File: config.mk
export PLATFORM = sky130hd
export DESIGN_NAME = pong_paddle_ctrl
export DESIGN_NICKNAME = d
export VERILOG_FILES = /design/src/rtl/pong_paddle_ctrl.sv
export SDC_FILE = /design/constraint.sdc
export NUM_CORES = 1
export LEC_CHECK = 0
export CAP_MARGIN = 20
export CORE_MARGIN = 2
export CORE_UTILIZATION = 30
export DETAILED_ROUTE_END_ITERATION = 7
export PLACE_DENSITY_LB_ADDON = 0.25
export REMOVE_ABC_BUFFERS = 1
export SLEW_MARGIN = 20
export SYNTH_ARGS = -nofsm -noshare
export SYNTH_HDL_FRONTEND = slang
export SYNTH_SLANG_ARGS = --single-unit
File: constraint.sdc
create_clock -name clk -period 3.4 [get_ports clk]
set_input_delay 0.68 -clock clk [delete_from_list [all_inputs] [get_ports clk]]
set_output_delay 0.68 -clock clk [all_outputs]
set_load 0.03 [all_outputs]
File: src/rtl/pong_paddle_ctrl.sv
// Pong paddle control: button synchronisation/debounce and per-player
// paddle position integration, updated once per frame on frame_tick.

// Two-flop synchroniser followed by a counting debouncer for one raw button.
module pong_debounce #(
    parameter int DEBOUNCE_CYCLES = 1000000
) (
    input  logic clk,
    input  logic reset,
    input  logic raw,
    output logic level
);
    localparam int CW = (DEBOUNCE_CYCLES > 1) ? $clog2(DEBOUNCE_CYCLES) : 1;
    localparam logic [CW-1:0] CNT_LAST = CW'(DEBOUNCE_CYCLES - 1);

    logic          sync_a;
    logic          sync_b;
    logic [CW-1:0] cnt;

    // Synchronise the raw input, then flip the level only after it has
    // disagreed with the current level for DEBOUNCE_CYCLES consecutive cycles.
    always_ff @(posedge clk) begin
        if (reset) begin
            sync_a <= 1'b0;
            sync_b <= 1'b0;
            cnt    <= '0;
            level  <= 1'b0;
        end else begin
            sync_a <= raw;
            sync_b <= sync_a;
            if (sync_b == level) begin
                cnt <= '0;
            end else if (cnt == CNT_LAST) begin
                level <= ~level;
                cnt   <= '0;
            end else begin
                cnt <= cnt + 1'b1;
            end
        end
    end
endmodule

// One player's movement FSM and clamped paddle position.
module pong_paddle_fsm #(
    parameter int SCREEN_H     = 480,
    parameter int BORDER_W     = 10,
    parameter int PADDLE_H     = 96,
    parameter int INIT_Y       = 192,
    parameter int SPEED_SLOW   = 1,
    parameter int SPEED_FAST   = 4,
    parameter int ACCEL_FRAMES = 16
) (
    input  logic       clk,
    input  logic       reset,
    input  logic       frame_tick,
    input  logic       up,
    input  logic       down,
    output logic [9:0] y,
    output logic       fast
);
    localparam logic [10:0] Y_MIN   = 11'(BORDER_W);
    localparam logic [10:0] Y_MAX   = 11'(SCREEN_H - BORDER_W - PADDLE_H);
    localparam logic [10:0] V_SLOW  = 11'(SPEED_SLOW);
    localparam logic [10:0] V_FAST  = 11'(SPEED_FAST);
    localparam int          HW      = $clog2(ACCEL_FRAMES + 1);
    localparam logic [HW-1:0] HOLD_MAX = HW'(ACCEL_FRAMES);

    typedef enum logic [1:0] {
        IDLE      = 2'd0,
        MOVE_SLOW = 2'd1,
        MOVE_FAST = 2'd2
    } state_t;

    state_t        state, state_n;
    logic [9:0]    y_q, y_n;
    logic [HW-1:0] hold, hold_n;
    logic          dir_dn, dir_dn_n;
    logic          cmd_up, cmd_dn;
    logic [10:0]   y_ext;
    logic [10:0]   speed;

    // State, position and hold counter advance only on the frame tick.
    always_ff @(posedge clk) begin
        if (reset) begin
            state  <= IDLE;
            y_q    <= 10'(INIT_Y);
            hold   <= '0;
            dir_dn <= 1'b0;
        end else if (frame_tick) begin
            state  <= state_n;
            y_q    <= y_n;
            hold   <= hold_n;
            dir_dn <= dir_dn_n;
        end
    end

    // Next state, step size and clamped next position.
    always_comb begin
        state_n  = state;
        hold_n   = hold;
        dir_dn_n = dir_dn;
        speed    = '0;
        cmd_up   = up & ~down;
        cmd_dn   = down & ~up;
        y_ext    = {1'b0, y_q};

        if (!(cmd_up || cmd_dn)) begin
            state_n = IDLE;
            hold_n  = '0;
        end else if ((cmd_up && y_ext <= Y_MIN) || (cmd_dn && y_ext >= Y_MAX)) begin
            // Already parked at the clamp in the commanded direction.
            state_n = IDLE;
            hold_n  = '0;
        end else if (state == IDLE || dir_dn != cmd_dn) begin
            state_n  = MOVE_SLOW;
            hold_n   = HW'(1);
            dir_dn_n = cmd_dn;
            speed    = V_SLOW;
        end else if (state == MOVE_SLOW && hold >= HOLD_MAX) begin
            state_n = MOVE_FAST;
            speed   = V_FAST;
        end else if (state == MOVE_SLOW) begin
            hold_n = hold + 1'b1;
            speed  = V_SLOW;
        end else begin
            speed = V_FAST;
        end

        y_n = y_q;
        if (speed != '0) begin
            if (dir_dn_n) begin
                y_n = (y_ext + speed > Y_MAX) ? 10'(Y_MAX) : 10'(y_ext + speed);
            end else begin
                y_n = (y_ext < Y_MIN + speed) ? 10'(Y_MIN) : 10'(y_ext - speed);
            end
        end
    end

    // Outputs come straight from registered state.
    always_comb begin
        y    = y_q;
        fast = (state == MOVE_FAST);
    end
endmodule

// Top level: four debounced buttons feeding two independent paddle FSMs.
module pong_paddle_ctrl #(
    parameter int SCREEN_H        = 480,
    parameter int BORDER_W        = 10,
    parameter int PADDLE_H        = 96,
    parameter int INIT_Y          = 192,
    parameter int SPEED_SLOW      = 1,
    parameter int SPEED_FAST      = 4,
    parameter int ACCEL_FRAMES    = 16,
    parameter int DEBOUNCE_CYCLES = 1000000
) (
    input  logic       clk,
    input  logic       reset,
    input  logic       frame_tick,
    input  logic       btnU,
    input  logic       btnD,
    input  logic       btnL,
    input  logic       btnR,
    output logic [9:0] p1_y,
    output logic [9:0] p2_y,
    output logic       p1_fast,
    output logic       p2_fast
);
    logic db_u, db_d, db_l, db_r;

    pong_debounce #(.DEBOUNCE_CYCLES(DEBOUNCE_CYCLES)) u_db_u (
        .clk(clk), .reset(reset), .raw(btnU), .level(db_u));
    pong_debounce #(.DEBOUNCE_CYCLES(DEBOUNCE_CYCLES)) u_db_d (
        .clk(clk), .reset(reset), .raw(btnD), .level(db_d));
    pong_debounce #(.DEBOUNCE_CYCLES(DEBOUNCE_CYCLES)) u_db_l (
        .clk(clk), .reset(reset), .raw(btnL), .level(db_l));
    pong_debounce #(.DEBOUNCE_CYCLES(DEBOUNCE_CYCLES)) u_db_r (
        .clk(clk), .reset(reset), .raw(btnR), .level(db_r));

    pong_paddle_fsm #(
        .SCREEN_H(SCREEN_H), .BORDER_W(BORDER_W), .PADDLE_H(PADDLE_H),
        .INIT_Y(INIT_Y), .SPEED_SLOW(SPEED_SLOW), .SPEED_FAST(SPEED_FAST),
        .ACCEL_FRAMES(ACCEL_FRAMES)
    ) u_p1 (
        .clk(clk), .reset(reset), .frame_tick(frame_tick),
        .up(db_u), .down(db_d), .y(p1_y), .fast(p1_fast));

    pong_paddle_fsm #(
        .SCREEN_H(SCREEN_H), .BORDER_W(BORDER_W), .PADDLE_H(PADDLE_H),
        .INIT_Y(INIT_Y), .SPEED_SLOW(SPEED_SLOW), .SPEED_FAST(SPEED_FAST),
        .ACCEL_FRAMES(ACCEL_FRAMES)
    ) u_p2 (
        .clk(clk), .reset(reset), .frame_tick(frame_tick),
        .up(db_l), .down(db_r), .y(p2_y), .fast(p2_fast));
endmodule

==> load_flow_metrics.sql <==
INSERT INTO impl_metrics (metric_group, metric, value, unit) VALUES
('grt', 'maximum_number_of_pins_on_one_net_before_global_route_repair', '31', ''),
('cells_and_area', 'finalCoreUtilization', '0.3929', ''),
('clocking', 'cts.clk_slew.worst_paths', '0.06', 'ns'),
('floorplan', 'fp.coreArea', '22430', 'um2'),
('setup_path', 'cp_common_cell', 'ha_4', ''),
('setup_path', 'cp_data_arrival_time', '3.63', 'ns'),
('clocking', 'cts_tree', 'built', ''),
('power', 'worst_ir_drop_vdd', '0.0002871', 'V'),
('route', 'post_dr_wirelength_cell', '12.86', 'um'),
('cells_and_area', 'ff_latch_area', '2576', 'um2'),
('timing', 'timing.final.crit_period', '3.345', 'ns'),
('clocking', 'clk-insertion-delay-late', '0.42', 'ns'),
('run', 'cap_violations', '0', ''),
('timing', 'number_of_hold_slack_violations_in_the_final_timing_report', '0', ''),
('grt', 'number_of_global_route_vias_before_repair', '5384', ''),
('synthesis', 'post_synthesis_cells', '830', ''),
('synthesis', 'number_of_enable_flip_flop_cells_after_synthesis', '0', ''),
('synthesis', 'synth-seq-area-share', '0.3765', ''),
('timing', 'timing.slew.headroom', '0.5552', ''),
('grt', 'track_usage', '0.1328', ''),
('place', 'post-place-cells', '1185', ''),
('place', 'dp_hpwl', '11300', 'um'),
('setup_path', 'cp-end-kind', 'flop', ''),
('synthesis', 'ys.flop_type', 'dfxtp_1', ''),
('timing', 'finalSetupViolCount', '0', ''),
('place', 'portBuffers', '28', ''),
('floorplan', 'initial_core_util', '0.3034', ''),
('synthesis', 'synth.ff_latch_count', '128', ''),
('synthesis', 'count_of_warnings_emitted_by_yosys', '0', ''),
('cells_and_area', 'layout.cell_area.non_filler', '8813', 'um2'),
('cells_and_area', 'nets', '963', ''),
('timing', 'fmax', '298.9', 'MHz'),
('route', 'detail_route.first_pass.iterations', '5', ''),
('power', 'p_leak', '3.100', 'nW'),
('setup_path', 'classification_of_the_worst_setup_path', 'reg2reg', ''),
('synthesis', 'synth_top_area_cell', 'dfxtp_1', ''),
('grt', 'grt_antenna_before_repair', '0', ''),
('timing', 'final_max_slew_viol_count', '0', ''),
('power', 'report.power.total', '0.003421', 'W'),
('floorplan', 'io_pins', '29', ''),
('setup_path', 'cp_max_fo', '6', ''),
('setup_path', 'crit_required', '3.68', 'ns'),
('timing', 'tightest_slew', '0.6672', 'ns'),
('floorplan', 'chipHeight', '154.6', 'um'),
('synthesis', 'syn_area', '6807', 'um2'),
('place', 'gp_congestion', '0.8694', ''),
('synthesis', 'post_synth_main_area_contributors', 'dfxtp_1, nor2_1, xor2_1, xnor2_1, ha_1', ''),
('setup_path', 'worstSetupStartpointType', 'flop', ''),
('route', 'detail_route.drc_violations', '0', ''),
('clocking', 'cts.root.buffer_cell', 'clkbuf_16', ''),
('synthesis', 'postSynth.asyncResetShare', '0', ''),
('timing', 'fin_worst_skew', '0.01250', 'ns'),
('synthesis', 'yosysUniqueCellTypes', '70', ''),
('setup_path', 'path_cells', 'inv_1 > ha_4 > o2111a_1 > a211o_1 > nor2_2 > ha_2 > ha_4 > and2b_1 > buf_6 > o2111ai_4 > xor2_1 > or4_1 > o21a_1 > a21oi_4 > a41oi_2', ''),
('cells_and_area', 'antenna-diode-count', '0', ''),
('route', 'detail_route.vias_per_cell', '4.828', ''),
('setup_path', 'critical-path-slowest-cell', 'or4_1', ''),
('cells_and_area', 'area_delta_synth_final', '29.49', '%'),
('run_status', 'status', 'finished clean', ''),
('cells_and_area', 'layout.filler_cells', '2282', ''),
('setup_path', 'crit_path_max_incr_delay', '0.52', 'ns'),
('route', 'detail_route.iter0.violations', '241', ''),
('route', 'route.vias.total', '5939', ''),
('synthesis', 'postSynthAreaPerCell', '8.201', 'um2'),
('synthesis', 'post-synth-top-count-cell', 'nor2_1', ''),
('power', 'power_density', '388.2', 'nW/um2'),
('synthesis', 'synth_largest_type_area_fraction', '0.3765', ''),
('place', 'post_place_cell_area', '7843', 'um2'),
('worst_hold_path', 'worst_hold_path_type', 'reg2reg', ''),
('cells_and_area', 'fin_cells', '1230', ''),
('cells_and_area', 'multi_input_area', '4235', 'um2');
[what timing repair did]
item | CTS | global route
setup buffers | 3 | 10
endpoints found under the setup margin | 11 | 16
pin swaps | 12 | 24
gates resized for setup | 19 | 44
[worst max-delay path, delay by kind of cell (launching register included)]
family | cells | cell delay [ns]
AOI/OAI and AO/OA | 6 | 1.14
xor gates and xnor gates | 1 | 0.19
adders and majority gates | 3 | 0.50
buffers and inverters | 2 | 0.20
DFF | 1 | 0.37
and+or+nand+nor | 3 | 0.82
[kinds of logic after synthesis]
family / after synthesis / synth area share
AOI/OAI and AO/OA: 140 / 0.1401
DFF: 128 / 0.3765
adders and majority gates: 24 / 0.04412
and+or+nand+nor: 379 / 0.2680
muxes: 14 / 0.02206
xor gates and xnor gates: 88 / 0.1132
buffers and inverters: 57 / 0.03603
[state kept, by name (all words and copies together), names as in the netlist, 2 cells and up]
register / cells
u_db_d.cnt: 20
u_db_l.cnt: 20
u_db_r.cnt: 20
u_db_u.cnt: 20
u_p1.hold: 5
u_p1.state: 2
u_p1.y: 10
u_p2.hold: 5
u_p2.state: 2
u_p2.y: 10
[through the flow]
stage	TNS [ns]	setup WS [ns]
2_1_floorplan	-4.722	-0.4919
3_3_place_gp	-0.1543	-0.04333
3_5_place_dp	-0.7816	-0.1273
4_1_cts	0	0.002418
5_1_grt	-0.8539	-0.1342
6_report	0	0.05482
[placed cells by master, fill, tap and decap left out, types with 5 or more instances in the layout]
master           synthesis  layout
o21ai_0                 40      36
nor3_1                  17      17
xnor2_1                 35      32
ha_4                     0       7
dfxtp_2                  0       8
xor2_1                  53      53
nor2_1                 139     134
inv_1                   25      23
and2_1                   5       5
nand4_1                 14      14
nor2b_1                 16      15
nand3_1                 43      43
and3_1                  17      17
nand2_1                 76      75
a31oi_1                  9       9
or3_1                   15      13
dfxtp_1                128     119
nor2_2                   0       5
o211ai_1                 6       6
nor4b_1                  6       6
buf_4                    3      82
a21oi_1                 30      28
clkbuf_16                0      17
buf_6                    1       5
clkdlybuf4s50_1          0      27
mux2i_1                 11      10
ha_1                    24      14
[per-layer routing]
metal	global-route usage	vias up	wire length, um
met5	0	-	0
met4	0.04674	0	297
met3	0.03026	24	530
met2	0.2032	88	7055
met1	0.1834	2720	7934
li1	-	3107	-
[final timing paths]
kind | from | to | slack [ns] | cells past startpoint
worst min register to register | u_db_r.sync_a | u_db_r.sync_b | 0.44 | 1
worst max register to register | u_db_r.level | u_p2.y[2] | 0.05 | 15
worst min-delay path | u_db_r.sync_a | u_db_r.sync_b | 0.44 | 1
worst max-delay path | u_db_r.level | u_p2.y[2] | 0.05 | 15
[power breakdown]
part / total, W / switching (W) / leakage (nW) / internal (W)
registers: 0.00151 / 0.00000614 / 1.04 / 0.00151
logic: 0.0000735 / 0.0000455 / 1.78 / 0.0000280
clock network: 0.00183 / 0.000704 / 0.283 / 0.00113
[area by class of cell]
type	count	share of cell area
clock buffers	19	0.05139
flip-flops and latches	128	0.2923
repair buffers	115	0.1075
well taps	285	0.04046
clock inverters	13	0.01718
inverters	25	0.01065
multi-input cells	645	0.4806
No activity file was read; power rests on OpenSTA's default activity.
